### src/rtl/tick_timer_ctrl_pkg.sv
// Shared types and default widths/reset values for the tick timer.
package tick_timer_ctrl_pkg;

    // Controller states, 1-bit encoding.
    typedef enum logic {
        StIdle = 1'b0,
        StRun  = 1'b1
    } state_t;

    localparam int unsigned PW_DEFAULT  = 8;
    localparam int unsigned CW_DEFAULT  = 16;
    localparam int unsigned DIV_DEFAULT = 49;
    localparam int unsigned CNT_DEFAULT = 10;

endpackage

### src/rtl/tick_timer_ctrl_prescaler.sv
// Runtime-modulus prescaler: counts 0..div and pulses tick on the terminal value.
module tick_timer_ctrl_prescaler #(
    parameter int unsigned PW = 8
) (
    input  logic          clk,
    input  logic          reset,
    input  logic          clr,
    input  logic          en,
    input  logic [PW-1:0] div,
    output logic          tick
);

    logic [PW-1:0] pre;

    // Terminal pulse straight from the register, gated by enable.
    always_comb begin
        tick = en && (pre == div);
    end

    // Prescaler counter; clear has priority, wraps to 0 after reaching div.
    always_ff @(posedge clk or posedge reset) begin
        if (reset) begin
            pre <= '0;
        end else if (clr) begin
            pre <= '0;
        end else if (en) begin
            pre <= (pre == div) ? '0 : pre + PW'(1);
        end
    end

endmodule

### src/rtl/tick_timer_ctrl.sv
// Programmable interval timer: prescaler ticks counted up to a terminal count,
// one-shot or periodic, with shadowed configuration applied at period boundaries.
module tick_timer_ctrl
    import tick_timer_ctrl_pkg::*;
#(
    parameter int unsigned PW      = PW_DEFAULT,
    parameter int unsigned CW      = CW_DEFAULT,
    parameter int unsigned DIV_DEF = DIV_DEFAULT,
    parameter int unsigned CNT_DEF = CNT_DEFAULT
) (
    input  logic          clk,
    input  logic          reset,
    input  logic          cfg_wr,
    input  logic [PW-1:0] cfg_div,
    input  logic [CW-1:0] cfg_cnt,
    input  logic          cfg_periodic,
    input  logic          start,
    input  logic          stop,
    output logic          busy,
    output logic          tick,
    output logic          done,
    output logic          cfg_ack,
    output logic [CW-1:0] count
);

    state_t        state;
    logic [PW-1:0] div_sh;
    logic [CW-1:0] cnt_sh;
    logic          per_sh;
    logic          pend;
    logic [PW-1:0] pend_div;
    logic [CW-1:0] pend_cnt;
    logic          pend_per;

    logic          period_end;
    logic          apply_pend;
    logic [PW-1:0] apply_div;
    logic [CW-1:0] apply_cnt;
    logic          apply_per;
    logic [CW-1:0] idle_cnt;

    // Prescaler held at 0 outside RUN and on abort.
    tick_timer_ctrl_prescaler #(
        .PW (PW)
    ) u_prescaler (
        .clk   (clk),
        .reset (reset),
        .clr   ((state == StIdle) || stop),
        .en    (state == StRun),
        .div   (div_sh),
        .tick  (tick)
    );

    // Period-end detection and the configuration to apply at a boundary; a
    // write arriving on the boundary cycle itself is the newest and wins.
    always_comb begin
        busy       = (state == StRun);
        period_end = tick && (count == cnt_sh - CW'(1));
        done       = period_end && !stop;
        apply_pend = cfg_wr || pend;
        apply_div  = cfg_wr ? cfg_div      : pend_div;
        apply_cnt  = cfg_wr ? cfg_cnt      : pend_cnt;
        apply_per  = cfg_wr ? cfg_periodic : pend_per;
        idle_cnt   = cfg_wr ? cfg_cnt      : cnt_sh;
    end

    // Controller FSM with shadow/pending registers and the tick counter.
    always_ff @(posedge clk or posedge reset) begin
        if (reset) begin
            state    <= StIdle;
            div_sh   <= PW'(DIV_DEF);
            cnt_sh   <= CW'(CNT_DEF);
            per_sh   <= 1'b0;
            pend     <= 1'b0;
            pend_div <= '0;
            pend_cnt <= '0;
            pend_per <= 1'b0;
            count    <= '0;
            cfg_ack  <= 1'b0;
        end else begin
            cfg_ack <= 1'b0;
            unique case (state)
                StIdle: begin
                    count <= '0;
                    if (cfg_wr) begin
                        div_sh  <= cfg_div;
                        cnt_sh  <= cfg_cnt;
                        per_sh  <= cfg_periodic;
                        cfg_ack <= 1'b1;
                    end
                    // A zero terminal count can never complete a period.
                    if (start && (idle_cnt != '0)) begin
                        state <= StRun;
                    end
                end
                StRun: begin
                    if (stop) begin
                        state <= StIdle;
                        count <= '0;
                        pend  <= 1'b0;
                    end else if (done) begin
                        count <= '0;
                        if (apply_pend) begin
                            div_sh  <= apply_div;
                            cnt_sh  <= apply_cnt;
                            per_sh  <= apply_per;
                            pend    <= 1'b0;
                            cfg_ack <= 1'b1;
                        end
                        if (!per_sh || (apply_pend && (apply_cnt == '0))) begin
                            state <= StIdle;
                        end
                    end else begin
                        if (tick) begin
                            count <= count + CW'(1);
                        end
                        if (cfg_wr) begin
                            pend     <= 1'b1;
                            pend_div <= cfg_div;
                            pend_cnt <= cfg_cnt;
                            pend_per <= cfg_periodic;
                        end
                    end
                end
                default: state <= StIdle;
            endcase
        end
    end

endmodule
### config.mk
export PLATFORM = sky130hd
export DESIGN_NAME = tick_timer_ctrl
export DESIGN_NICKNAME = d
export VERILOG_FILES = /design/src/rtl/tick_timer_ctrl_pkg.sv /design/src/rtl/tick_timer_ctrl_prescaler.sv /design/src/rtl/tick_timer_ctrl.sv
export SDC_FILE = /design/constraint.sdc
export NUM_CORES = 1
export LEC_CHECK = 0
export BUFFER_PORTS_ARGS = -buffer_cell sky130_fd_sc_hd__buf_2
export CORE_MARGIN = 2
export CORE_UTILIZATION = 51
export CTS_CLUSTER_DIAMETER = 50
export CTS_CLUSTER_SIZE = 20
export DETAILED_ROUTE_END_ITERATION = 6
export PLACE_DENSITY = 0.8
export SYNTH_ARGS = -nofsm -noshare
export SYNTH_HDL_FRONTEND = slang
export SYNTH_HIERARCHICAL = 1
export SYNTH_SLANG_ARGS = --single-unit
### constraint.sdc
create_clock -name clk -period 8.9 [get_ports clk]
set_clock_uncertainty 0.2 [all_clocks]
set_input_delay 0.445 -clock clk [delete_from_list [all_inputs] [get_ports clk]]
set_output_delay 0.445 -clock clk [all_outputs]
set_load 0.03 [all_outputs]
==> key figures <==
Run status
  • Run status: completed

CTS
  • Clock root cell: clkbuf_8
  • TritonCTS buffer count: 9
  • H-tree depth: 3
  • CTS tree: built
  • Clk_lat worst skew: 0.37 ns
  • Clock sink total: 77
  • Clock transition at the registers of the reported paths: 0.08 ns
  • Clk buf depth: 2
  • Postcts setup bufs: 0

Logic synthesis
  • Syn_nets: 494
  • Mapped cell area: 4540 um2
  • Avg Inst Size Synth: 9.85 um2
  • Ys flop type: dfrtp_1
  • Seq/Total Area, Yosys: 42.6%
  • Post-synth EDFFs: 0
  • Synth warnings: 6
  • FF+latch count, synth: 77
  • Post-Syn Instances: 461
  • Asr flop ratio synth: 100%
  • Yosys cell types: 63

Worst hold path
  • Hold worst-path end: pend_cnt[12]
  • Hold Crit Start: cfg_cnt[12]
  • Hold Crit Class: in2reg
  • Hold path depth: 2

Drt
  • Vias per cell: 6.10
  • ANT nets after route: 0
  • DR iter-0 viols: 221
  • Avg WL per Cell: 17.8 um
  • Residual DRC: 0
  • DR vias: 3760
  • DR pass1 iterations: 5
  • Drt total wl: 11000 um

Setup path
  • Worst Path Arrival: 4.15 ns
  • CP startpoint kind: flip-flop
  • Crit path max fanout: 25
  • Slowest-stage cell, CP: dfrtp_1
  • Worst EP required: 8.90 ns
  • Reg2Reg Depth: 8
  • Crit-path most repeated cell: nand2_1
  • Ordered cell list for the critical path: inv_1 > nor3_4 > nand2_1 > a2111o_1 > or4_4 > or3_1 > nand2_1 > o22ai_1
  • Critical path class: reg2reg
  • CP endpoint kind: flip-flop
  • Register-to-register setup slack: 4.76 ns
  • Reg2reg start: busy
  • R2r endpoint: pend_div[4]
  • CP peak stage delay: 0.85 ns
  • Critical path origin: busy

Cells and area
  • Post-route core utilization: 58.5%
  • Fillers: 776
  • Layout cells sized above 1: 18.9%
  • Final net count: 536
  • Synthesis-to-layout area growth: 11.7%
  • # diodes: 0

STA
  • Worst-margin pin slew: 1.15 ns
  • Final WS setup: 4.76 ns
  • Max frequency: 241 MHz
  • Crit share post-route: 46.5%
  • Minimum clock period: 4.14 ns
  • Fin. max-slew vios: 0
  • Final hold violations: 0
  • Setup Viol. Count Final: 0
  • Setup TNS: 0 ns
  • RSZ-0062 raised after global routing: no
  • Relative slew slack: 23.5%

Placed design
  • Port buffer count: 49
  • Detailed placer's ending HPWL: 7960 um
  • Placement Setup Slack: 4.85 ns
  • Placer congestion estimate: 0.984

Power and ir drop
  • Leak: 2.17 nW
  • Power Density: 199 nW/um2
  • Maximum vdd ir drop: 0.128 mV

Floorplanning
  • Die width: 98.4 um
  • IO Count: 50
  • Die area: 9680 um2
  • Row count: 34
  • Die Ht: 98.4 um
  • Initial Utilization: 52.4%
  • Core Footprint: 8680 um2

GRT
  • Largest net degree at the start of global routing: 51
  • GRT Total Usage: 24.0%
  • Number of global-route vias before repair: 3706
  • Antenna violations before repair: 0
  • First-pass GRT wire length: 18700 um
  • GR Overflow Total: 0

Flow run
  • Max Cap Violations: 0
-- where the power goes --
group	total, mW	switching [mW]	internal (mW)
Clock	0.303	0.143	0.159
Sequential	0.485	0.0728	0.413
Combinational	0.224	0.120	0.103
-- worst max-delay path, delay by kind of cell (launching register included) --
| family | cells | cell delay, ns |
|---|---|---|
| buf+inv | 1 | 0.20 |
| compound gates | 2 | 0.56 |
| flops | 1 | 0.85 |
| simple gates | 5 | 2.17 |
-- state kept, by name (all words and copies together) (netlist names) --
| register | flops |
|---|---|
| per_sh | 1 |
| pend_div | 8 |
| pend | 1 |
| div_sh | 8 |
| cnt_sh | 16 |
| pend_cnt | 16 |
| pend_per | 1 |
| count | 16 |
| busy | 1 |
| cfg_ack | 1 |
| u_prescaler/pre | 8 |
-- layout by cell type (no fill, tap or decap), types with 3 or more instances in the layout --
cell type,instances
nor2b_1,8
o2111ai_1,3
or3_1,3
dfrtp_1,72
or4_1,7
o31ai_1,3
o21ai_0,6
nand4_1,7
inv_1,17
dfstp_2,5
nand3b_1,7
nand2b_1,12
mux2_1,20
nand4b_1,3
xnor2_1,23
buf_2,49
nor4_1,9
a21oi_1,8
ha_1,3
nor3_1,16
nor4_2,4
nor2_1,33
a221oi_1,5
buf_4,5
nand3_1,11
a22oi_1,3
o32ai_1,4
nand2_1,34
clkbuf_8,9
a221o_1,16
o22ai_1,9
and2_1,19
xor2_1,23
and3_1,7
-- cell families (layout without fill, tap and decap cells) --
group | after synthesis | after routing | synth area share (%)
adder cells (fa/ha/maj) | 3 | 3 | 0.826
buffers and inverters | 43 | 90 | 4.41
multiplexers | 21 | 21 | 5.18
flip-flops | 77 | 77 | 42.6
AO/OA/AOI/OAI | 76 | 76 | 13.7
XOR/XNOR | 46 | 46 | 8.87
AND/OR/NAND/NOR | 195 | 195 | 24.5
-- synth_stat cells (3+ instances only) --
library cell | number | share of area (%)
dfrtp_1 | 72 | 40
nand2_1 | 34 | 2.8
nor2_1 | 34 | 2.8
xnor2_1 | 23 | 4.4
xor2_1 | 23 | 4.4
mux2_1 | 20 | 5.0
and2_1 | 19 | 2.6
inv_1 | 18 | 1.5
a221o_1 | 16 | 3.5
nor3_1 | 16 | 1.8
buf_2 | 13 | 1.4
nand2b_1 | 12 | 1.7
nand3_1 | 11 | 1.2
nor4_1 | 10 | 1.4
o22ai_1 | 9 | 1.2
a21oi_1 | 8 | 0.88
nor2b_1 | 8 | 1.1
and3_1 | 7 | 0.96
clkbuf_1 | 7 | 0.58
nand3b_1 | 7 | 1.2
nand4_1 | 7 | 0.96
or4_1 | 7 | 1.2
o21ai_0 | 6 | 0.66
a221oi_1 | 5 | 0.96
dfstp_2 | 5 | 2.9
o32ai_1 | 4 | 0.77
a22oi_1 | 3 | 0.50
ha_1 | 3 | 0.83
nand4b_1 | 3 | 0.58
nor4_2 | 3 | 0.83
o2111ai_1 | 3 | 0.58
o31ai_1 | 3 | 0.50
or3_1 | 3 | 0.41
-- worst max path at each step --
stage                        endpoint  cells past startpoint  slack (ns)
final                     pend_div[4]                      8        4.76
after global routing      pend_div[5]                      8        4.49
after CTS                 pend_div[4]                      8        4.80
after detailed placement  pend_div[4]                      8        4.85
after global placement    pend_div[1]                      8        4.98
after floorplan             cnt_sh[2]                     10        5.26
-- area by class of cell --
type / instances / area (um2) / share of cell area, %
multi-input combinational: 341 / 2420 / 47.7
sequential: 77 / 1930 / 38.1
timing repair buffer: 55 / 293 / 5.77
tap: 108 / 135 / 2.66
clock buffer: 9 / 124 / 2.44
clock inverter: 7 / 98.8 / 1.95
inverter: 19 / 71.3 / 1.41
-- through the flow --
step           cell area, um2  power (mW)  hold WS, ns  std cells
2_1_floorplan            4540       0.644       0.0607        461
3_3_place_gp             4840       0.699        0.215        599
3_5_place_dp             4840       0.710        0.215        599
4_1_cts                  5070        1.01        0.117        616
5_1_grt                  5070        1.06        0.126        616
6_report                 5070        1.01        0.121        616
-- repair_timing --
| item | 4_1_cts | 5_1_grt |
|---|---|---|
| hold buffers | 1 | 0 |
| hold endpoints to repair | 27 | 0 |
| setup endpoints to repair | 0 | 0 |
| resized for setup | 0 | 0 |
-- per-layer routing --
metal | GRT usage, % | vias up | routed length (um)
met5 | 0 | - | 0
met4 | 9.91 | 0 | 239
met3 | 3.51 | 20 | 568
met2 | 38.5 | 131 | 5190
met1 | 32.9 | 1834 | 4970
li1 | - | 1775 | -
Power figures use the tool's default switching activity.
